==> src/rtl/blind_level_ctrl.sv <==
// blind_level_ctrl: multi-level motorised blind controller with commanded or light-driven target.
// Latency: command/sensor sampled at edge k -> motor output changes at edge k+1.
// Backpressure: none; commands are single-cycle strobes, dropped while in FAULT.
//
// Ports:
//   clk, reset             clock and synchronous active-high reset
//   cmd_valid/auto/level   command strobe, auto-mode request, target level
//   light                  ambient light code used in auto mode
//   pos_sens               position sensors, one-hot when legal (0 = bottom)
//   fault_clr              leaves FAULT; target is reset to the current level
//   motor_up/motor_down    motor drive, never both high
//   busy, fault            state is MOVE_* / FAULT
//   cur_level, auto_mode   last legally sensed level, auto mode active
//   tick                   one-cycle prescaler pulse
//
// Optional feature: define BLIND_WATCHDOG_EN to build the tick-based motion watchdog.
module blind_level_ctrl #(
  parameter int LEVELS        = 3,
  parameter int PRESCALE_W    = 25,
  parameter int TIMEOUT_TICKS = 8,
  localparam int LW           = $clog2(LEVELS)
) (
  input  logic              clk,
  input  logic              reset,
  input  logic              cmd_valid,
  input  logic              cmd_auto,
  input  logic [LW-1:0]     cmd_level,
  input  logic [1:0]        light,
  input  logic [LEVELS-1:0] pos_sens,
  input  logic              fault_clr,
  output logic              motor_up,
  output logic              motor_down,
  output logic              busy,
  output logic [LW-1:0]     cur_level,
  output logic              auto_mode,
  output logic              fault,
  output logic              tick
);

  localparam logic [LW-1:0] TOP = LW'(LEVELS - 1);
  localparam logic [LW-1:0] MID = LW'(LEVELS / 2);

  typedef enum logic [2:0] {
    S_IDLE,
    S_UP,
    S_DOWN,
    S_DEAD,
    S_FAULT
  } state_t;

  state_t                  state;
  logic [PRESCALE_W-1:0]   presc;
  logic [LEVELS-1:0]       ps_q;
  logic [LW-1:0]           target;

  logic                    ps_multi;
  logic                    ps_onehot;
  logic [LW-1:0]           ps_idx;
  logic                    want_up;
  logic                    want_down;
  logic                    timeout_hit;
  logic [LW-1:0]           cmd_clamped;
  logic [LW-1:0]           auto_tgt;

  // ---------------------------------------------------------------------------
  // Prescaler and sensor sampling
  // ---------------------------------------------------------------------------
  assign tick = &presc;

  always_ff @(posedge clk) begin
    if (reset) begin
      presc     <= '0;
      ps_q      <= '0;
      cur_level <= '0;
    end else begin
      presc <= presc + 1'b1;
      ps_q  <= pos_sens;
      // An all-zero pattern (blind between sensors) keeps the last level.
      if (ps_onehot) cur_level <= ps_idx;
    end
  end

  always_comb begin
    ps_idx = '0;
    for (int i = 0; i < LEVELS; i++) begin
      if (ps_q[i]) ps_idx = LW'(i);
    end
  end

  // x & (x-1) clears the lowest set bit; anything left means two or more sensors.
  assign ps_multi  = |(ps_q & (ps_q - 1'b1));
  assign ps_onehot = (ps_q != '0) && !ps_multi;

  // ---------------------------------------------------------------------------
  // Target and auto mode
  // ---------------------------------------------------------------------------
  assign cmd_clamped = (cmd_level > TOP) ? TOP : cmd_level;
  assign auto_tgt    = light[1] ? TOP : (light[0] ? MID : '0);
  assign want_up     = target > cur_level;
  assign want_down   = target < cur_level;

  always_ff @(posedge clk) begin
    if (reset) begin
      target    <= '0;
      auto_mode <= 1'b0;
    end else if (state == S_FAULT) begin
      // Commands are dropped here. On exit, park the target on the level the
      // blind is at now (including a level being latched this very edge).
      if (fault_clr && !ps_multi) target <= ps_onehot ? ps_idx : cur_level;
    end else if (cmd_valid && !cmd_auto) begin
      auto_mode <= 1'b0;
      target    <= cmd_clamped;
    end else begin
      if (cmd_valid) auto_mode <= 1'b1;
      if (auto_mode && tick) target <= auto_tgt;
    end
  end

  // ---------------------------------------------------------------------------
  // Motion watchdog
  // ---------------------------------------------------------------------------
`ifdef BLIND_WATCHDOG_EN
  localparam int WDW = $clog2(TIMEOUT_TICKS + 1);

  logic [WDW-1:0] wd;
  logic           moving;
  logic           lvl_change;

  assign moving     = (state == S_UP) || (state == S_DOWN);
  assign lvl_change = ps_onehot && (ps_idx != cur_level);

  always_ff @(posedge clk) begin
    if (reset || !moving || lvl_change) begin
      wd <= '0;
    end else if (tick) begin
      wd <= wd + 1'b1;
    end
  end

  // A level change in the same cycle is proof of motion, so it wins over the tick.
  assign timeout_hit = moving && tick && !lvl_change && (wd == WDW'(TIMEOUT_TICKS - 1));
`else
  assign timeout_hit = 1'b0;
`endif

  // ---------------------------------------------------------------------------
  // Control FSM. Outputs are registered from the next state; the limit
  // sensors gate the motor bits so the drive can never push past an end stop.
  // ---------------------------------------------------------------------------
  always_ff @(posedge clk) begin
    if (reset) begin
      state      <= S_IDLE;
      motor_up   <= 1'b0;
      motor_down <= 1'b0;
      busy       <= 1'b0;
      fault      <= 1'b0;
    end else begin
      motor_up   <= 1'b0;
      motor_down <= 1'b0;
      busy       <= 1'b0;
      fault      <= 1'b0;
      case (state)
        // DEAD shares IDLE's direction decision so the off gap is one cycle.
        S_IDLE, S_DEAD: begin
          if (ps_multi) begin
            state <= S_FAULT;
            fault <= 1'b1;
          end else if (want_up) begin
            state    <= S_UP;
            busy     <= 1'b1;
            motor_up <= !ps_q[LEVELS-1];
          end else if (want_down) begin
            state      <= S_DOWN;
            busy       <= 1'b1;
            motor_down <= !ps_q[0];
          end else begin
            state <= S_IDLE;
          end
        end
        S_UP: begin
          if (ps_multi || timeout_hit) begin
            state <= S_FAULT;
            fault <= 1'b1;
          end else if (ps_q[target]) begin
            state <= S_IDLE;
          end else if (!want_up) begin
            state <= S_DEAD;
          end else begin
            busy     <= 1'b1;
            motor_up <= !ps_q[LEVELS-1];
          end
        end
        S_DOWN: begin
          if (ps_multi || timeout_hit) begin
            state <= S_FAULT;
            fault <= 1'b1;
          end else if (ps_q[target]) begin
            state <= S_IDLE;
          end else if (!want_down) begin
            state <= S_DEAD;
          end else begin
            busy       <= 1'b1;
            motor_down <= !ps_q[0];
          end
        end
        S_FAULT: begin
          if (fault_clr && !ps_multi) begin
            state <= S_IDLE;
          end else begin
            fault <= 1'b1;
          end
        end
        default: begin
          state <= S_FAULT;
          fault <= 1'b1;
        end
      endcase
    end
  end

endmodule

==> config.mk <==
export PLATFORM = sky130hd
export DESIGN_NAME = blind_level_ctrl
export DESIGN_NICKNAME = d
export VERILOG_FILES = /design/src/rtl/blind_level_ctrl.sv
export SDC_FILE = /design/constraint.sdc
export NUM_CORES = 1
export LEC_CHECK = 0
export CAP_MARGIN = 10
export CORE_ASPECT_RATIO = 1.75
export CORE_UTILIZATION = 40
export CTS_BUF_LIST = sky130_fd_sc_hd__clkbuf_8
export DETAILED_ROUTE_END_ITERATION = 12
export PLACE_DENSITY_LB_ADDON = 0.25
export SYNTH_ARGS = -nofsm -noshare
export SYNTH_HDL_FRONTEND = slang
export SYNTH_SLANG_ARGS = --single-unit
==> constraint.sdc <==
create_clock -name clk -period 5.14 [get_ports clk]
set_input_delay 0.514 -clock clk [delete_from_list [all_inputs] [get_ports clk]]
set_output_delay 0.514 -clock clk [all_outputs]
set_load 0.01 [all_outputs]
# --- After elaboration in Yosys (flattened, before gate mapping) ---
# Index checks and enable logic that the tools add are counted.
totals:
  in_bits: 12
  out_inout_bits: 8
  register_bits: 40
classes:
  bitwise: 2
  magnitude_cmp: 4
  n_reduce_logical: 19
  add_sub_neg: 2
  n_mux: 48
  n_eq_ne: 7
op_table:
  columns: ["cell", "n"]
  rows:
  - ["$add 25x1->25 const B", 1]
  - ["$reduce_and 25->1", 1]
  - ["$mux 1", 24]
  - ["$mux 3", 8]
  - ["$mux 2", 10]
  - ["$pmux 3 s4", 1]
  - ["$ne 4x4->1 const B", 2]
  - ["$eq 3x2->1 const B", 2]
  - ["$pmux 1 s2", 3]
  - ["$reduce_bool 3->1", 2]
  - ["$logic_and 1x1->1", 4]
  - ["$logic_not 1->1", 4]
  - ["$reduce_and 2->1", 2]
  - ["$reduce_or 4->1", 1]
  - ["$and 3x3->3", 1]
  - ["$eq 3x1->1 const B", 1]
  - ["$eq 3x3->1 const B", 1]
  - ["$logic_not 3->1", 1]
  - ["$lt 2x3->1 const B", 1]
  - ["$pmux 1 s3", 1]
  - ["$reduce_and 3->1", 1]
  - ["$reduce_or 3->1", 1]
  - ["$sub 3x1->3 const B", 1]
  - ["$bmux 1 s2", 1]
  - ["7 further kinds", 7]

# --- Depth between registers and ports, before layout ---
depth:
  word_depth: 8
  ltp_mapped: 7
  depth_no_buf: 7

# --- Worst setup path after synthesis ---
# Ideal clock, no wire load.
synth_timing:
  kind: "flip-flop to output port"
  startpoint: "register presc[0]"
  endpoint: "output port tick"
  slack_ns: 2.979
  n_path_buf: 0
  path_stages_with_launch: 5
  t_required_ns: 4.626
  t_arrival_ns: 1.647
  cell_sequence: "dfxtp_1 > ha_1 > nand4_4 > or4_1 > nor3_1"
synth_via:
  elab_chain_cells: 1
synth_rtl:
  columns: ["element", "line_no", "rtl"]
  rows:
  - ["start, declared", "52", "logic [PRESCALE_W-1:0] presc;"]
  - ["start signal, assigned", "76", "presc <= presc + 1'b1;"]
  - ["$reduce_and 25->1", "68", "assign tick = &presc;"]
  - ["end, declared", "37", "output logic tick"]
# Every way passes these cells.

# --- Worst setup path in the final report ---
# Same ends and word-level chain as after synthesis.

==> impl_results.md <==
- Mapped Area: 1930 sq um
- Number of nets in the layout: around 250
- DR WL/cell: around 13 um
- Global-route wire length before repair: 6.00 mm
- Num ports: 20
- Dominant synthesized flop cell: dfxtp_1
- # fillers: approximately 480
- Count of input and output buffers: 19
- Die Width: about 55 um
- Vias per cell: 5.43
- All-Layer GR Usage: approximately 16%
- Power density cells: 312 nW/um^2
- Dpl hpwl: 2.65 mm
- Status: complete, no violations
- Final Hold Violating Endpoints: 0
- Via count: ~1600
- Post-Syn Area per Cell: 8.91 sq um
- Multi-input gate area: around 1100 sq um
- #FFs+latches synth: 40
- GPL Wtd Cong: 0.736
- Worst Path Max Fanout: 7
- Drt first-iter violations: 13
- Share of cells above drive strength 1: about 7.7%
- Clock Skews: between 0.007 and 0.008 ns
- Fin util: between 40 and 50%
- GRT overflow: 0
- Min-delay worst type: reg -> reg
- Peak supply drop: about 0.25 mV
- Gr busiest metal: met2
- Met2 usage: ~28%
- Die area: around 5100 sq um
- Core area: roughly 4700 sq um
- Layout area overhead: 15.9%
- Initial Util: between 40% and 50%
- Post-synth EDFFs: 0
- Final setup vio count: 0
- Drt total wl: 3.70 mm
- H-tree levels: 2
- Worst Path Arrival: 2.51 ns
- WP data required: between 4 and 5 ns
- Met3 GRT Util: 4.37%
- CTS resizes: 0
- Worst skew pair latency: about 0.29 ns
- Finished Layout Cells: between 200 and 300
- Pin count of the biggest net entering global routing: 39
- Pins Over Slew Limit: 0
- Unique masters post-synth: between 40 and 50
- Maximum clock rate: roughly 0.33 GHz
- Static Leak: between 0.8 and 0.9 nW
- Clock buffer count from CTS: 5
- CTS Root Cell: clkbuf_8
- CTS max path bufs: 2
- Worst slew pin tran: between 0.5 and 0.6 ns
- Vias in the first global route: 1398
- Cell total after placement: 279
- Critical Path End Type: primary output
- # diodes: 0
- Residual DRC: 0
- Met1 GRT Util: 17.2%
- Mapped Cells: around 220
- Slew HR: 66.1%
- Total number of yosys warnings: 0
- Ys async rst share: 0%
- CTS sink cnt: 40
- RSZ-0062 raised after global routing: no
- Initial antenna violation count: 0
- Sequential share of the synthesized area: 41.4%
- Most common cell after layout, fill and taps aside: dfxtp_1
- CTS clk-pin slew, worst paths: ~0.07 ns
- Hold buffers post-CTS: 0
- Synthesized net count: around 230
- Final ANT Viol Nets: 0
- # rows: 33
- Post-CTS Setup Inserts: 0
- CTS tree: done
- TNS Setup: 0 ns
- Die span in y: approximately 94 um
- FF/Latch Area: between 800 and 900 sq um
- Fin crit period: just over 3 ns
- Pre-antenna DRT Iters: 4
- Fin crit share: 58.8%
- Commonest non-fill, non-tap cells in the layout: dfxtp_1, nor2_1, clkdlybuf4s50_1
- WS Path Type: reg -> out
- Worst setup SP type: flip-flop
- Max_cap viols: 0
-- worst max-delay path: stages (launching register included) --
cell and delay, ns:
dfxtp_1 0.38, ha_1 0.27, nand4_4 0.18, or4_1 0.61, nor3_1 0.22, clkdlybuf4s50_1 0.56
-- stage by stage --
stage	area [sq um]	power (mW)	hold WS, ns	setup slack, ns
detailed placement	2150	0.481	0.458	2.43
global placement	2150	0.480	0.444	2.49
finish	2240	0.699	0.478	2.12
CTS	2240	0.707	0.475	2.09
global route	2240	0.732	0.501	1.96
floorplan	1930	0.446	0.430	2.98
-- cells by family after synthesis --
kind of cell,synth area share (%)
AND/OR/NAND/NOR,29.2
flip-flops,41.4
AO/OA/AOI/OAI,11.3
XOR/XNOR,9.06
buffers and inverters,4.01
multiplexers,2.59
adder cells (fa/ha/maj),2.46
-- final cells by class --
class,instances,area share [%]
clock buffer,7,4.30
multi-input combinational,160,47.1
tap,52,2.90
timing repair buffer,20,8.82
inverter,7,1.17
sequential,40,35.7
-- where the power goes --
group	internal [mW]	switching (mW)
registers	0.328	0.0263
clock network	0.120	0.106
logic	0.0642	0.0547
-- sequential cells by signal (all words and copies together) (netlist names), 2 cells and up --
name and flops:
presc 25, cur_level 2, target 2, ps_q 3, state 3
-- final timing paths --
path / startpoint / end / slack [ns] / depth (start not counted)
max: presc[0] / tick / 2.12 / 5
max reg2reg: presc[0] / target[0] / 3.14 / 6
min reg2reg: auto_mode / auto_mode / 0.48 / 2
min: auto_mode / auto_mode / 0.48 / 2
-- synthesized netlist by cell type, drive strengths merged, types with 2 or more instances --
cell type / n / share of area, %
a21oi: 9 / 2.3
and2: 2 / 0.65
and3: 3 / 0.97
and4: 3 / 1.5
buf: 7 / 2.1
clkbuf: 3 / 0.58
dfxtp: 40 / 41
ha: 3 / 1.9
inv: 7 / 1.4
mux2i: 5 / 2.6
nand2: 14 / 2.7
nand3: 10 / 3.1
nand4: 7 / 3.4
nor2: 36 / 7.4
nor2b: 6 / 1.9
nor3: 7 / 2.1
o21ai: 6 / 1.6
o22ai: 2 / 0.65
o31ai: 2 / 0.78
o32a: 5 / 2.6
or3: 4 / 1.3
xnor2: 5 / 2.3
xor2: 15 / 6.8
-- layer usage --
metal,share of wire (%),vias up
li1,-,793
met1,45,735
met2,50,19
met3,2.6,5
met4,1.8,0
met5,0,-
(Power assumes the default switching activity.)
==> RTL change (config.mk and constraints unchanged) <==
Register the input `cmd_auto` before use. The logic sees it one clock later. The other inputs are not delayed to match.
--- a/src/rtl/blind_level_ctrl.sv
+++ b/src/rtl/blind_level_ctrl.sv
@@ -50,2 +50,8 @@
 
+  logic cmd_auto_q;
+
+  always_ff @(posedge clk) begin
+    cmd_auto_q <= cmd_auto;
+  end
+
   state_t                  state;
@@ -109,3 +115,3 @@
       if (fault_clr && !ps_multi) target <= ps_onehot ? ps_idx : cur_level;
-    end else if (cmd_valid && !cmd_auto) begin
+    end else if (cmd_valid && !cmd_auto_q) begin
       auto_mode <= 1'b0;
Behaviour: not the same (Yosys sat finds a counterexample within 4 cycles, from zero or initial values and one cycle with reset high).
==> RTL change against the unedited design <==
Area after synthesis down 0.26%; clock skew up 0.75 ps; setup slack better by 350 ps; wire length up 4.5%; cell area up 0.28%; synthesized cell count up 1.4%; total power up 7.5%; sequential cell count up 1; largest power group unchanged.
==> RTL change: results <==
metrics = {
    "timing": {
        "whs_ps": 466.9,
        "skew_ps": 8.088,
        "tightest_slew_ps": 704.1,
    },
    "placed_design": {
        "pre_cts_ws_ps": 2465,
        "placed_cell_area_um2": 2132,
        "place_hpwl_um": 2855,
    },
    "grt": {
        "grt_use_total": 0.1736,
        "grt_max_degree": 21,
        "grt_pass1_vias": 1465,
        "grt_pass1_wl_um": 6465,
    },
    "min_path": {
        "holdPathStages": 1,
        "min-delay-start": "presc[0]",
    },
    "route": {
        "wl_per_cell_um": 13.22,
        "via_per_inst": 5.288,
        "wl_met1_um": 1500,
        "wl_met3_um": 95,
        "drtPass1Iterations": 4,
        "dr_wl_met2_um": 2198,
        "drtIter0Drc": 40,
    },
    "pwr": {
        "cellLeakagePower_uw": 0.0008288,
        "ir_drop_mv": 0.2091,
    },
    "critical_path": {
        "arrival_ps": 2160,
        "r2r_setup_slack_ps": 3300,
        "r2r-end": "presc[22]",
        "cp_max_fo": 4,
        "crit_path_top_delay_cell": "clkdlybuf4s50_1",
        "cpPeakStageDelay_ps": 530,
    },
    "logic_synthesis": {
        "ys_types": 44,
        "synthTopCellsByArea": "dfxtp_1 43%, xor2_1 8.2%, nor2_1 7.8%, nand3_1 3.9%, nand2_1 2.7%",
        "syn-num-nets": 235,
        "yosysSeqAreaShare": 0.4254,
    },
    "cells_and_area": {
        "nets": 254,
    },
    "run_status": {
        "outcome": "finished clean",
    },
    "clocking": {
        "root_buffer": "clkbuf_8",
    },
}
RTL change: cell count changes after synthesis, sizes merged, moves of 2 or more:
cell,unedited run,this run
nand2b,1,3
buf,7,5
nor4,1,3
o32a,5,3
and3,3,1
o21ai,6,4
or3,4,2
nor2,36,40
a211oi,0,2
nand3,10,15
xor2,15,18
nor3,7,4
RTL change: report_power, final:
| group | internal [µW] | switching, µW |
|---|---|---|
| Combinational | 65.9 | 63.4 |
| Sequential | 334 | 21.1 |
| Clock | 156 | 111 |
| Total | 557 | 195 |
RTL change: worst max path at each step:
stage / startpoint / to / slack [ps] / cells past startpoint
6_report: presc[0] / tick / 2460 / 5
5_1_grt: presc[2] / tick / 2320 / 4
2_1_floorplan: presc[0] / tick / 3450 / 4
3_3_place_gp: reset / state[0] / 2480 / 5
3_5_place_dp: reset / state[0] / 2470 / 5
4_1_cts: presc[0] / tick / 2430 / 5
RTL change: cell type report:
type	count	area [µm²]
fill	458	2417
multi-input combinational	163	1018
sequential	41	820.8
timing repair buffer	20	197.7
clock buffer	6	82.58
tap	52	65.06
clock inverter	2	33.78
inverter	8	30.03
RTL change: per-layer routing:
layer	vias to the layer above	track usage
li1	792	-
met1	726	0.1805
met2	20	0.3171
met3	6	0.03722
met4	0	0.06624
met5	-	0
RTL change: kinds of logic after synthesis:
| group | share of synthesized area |
|---|---|
| xor gates and xnor gates | 0.1044 |
| adders and majority gates | 0.02529 |
| DFF | 0.4254 |
| AOI/OAI and AO/OA | 0.09080 |
| and+or+nand+nor | 0.2815 |
| buffers and inverters | 0.04669 |
| muxes | 0.02594 |
RTL change: worst max-delay path, delay by kind of cell (launching register included):
kind | cells | cell delay (ps)
fa+ha+maj | 1 | 230
simple gates | 2 | 650
flops | 1 | 370
buf+inv | 2 | 620
RTL change: per-stage QoR:
stage,util,power (µW),cells
final,0.4819,751.7,292
after global routing,0.4819,787.7,292
after CTS,0.4819,762.0,292
after detailed placement,0.4570,492.3,284
after global placement,0.4570,491.5,284
after floorplan,-,459.8,220
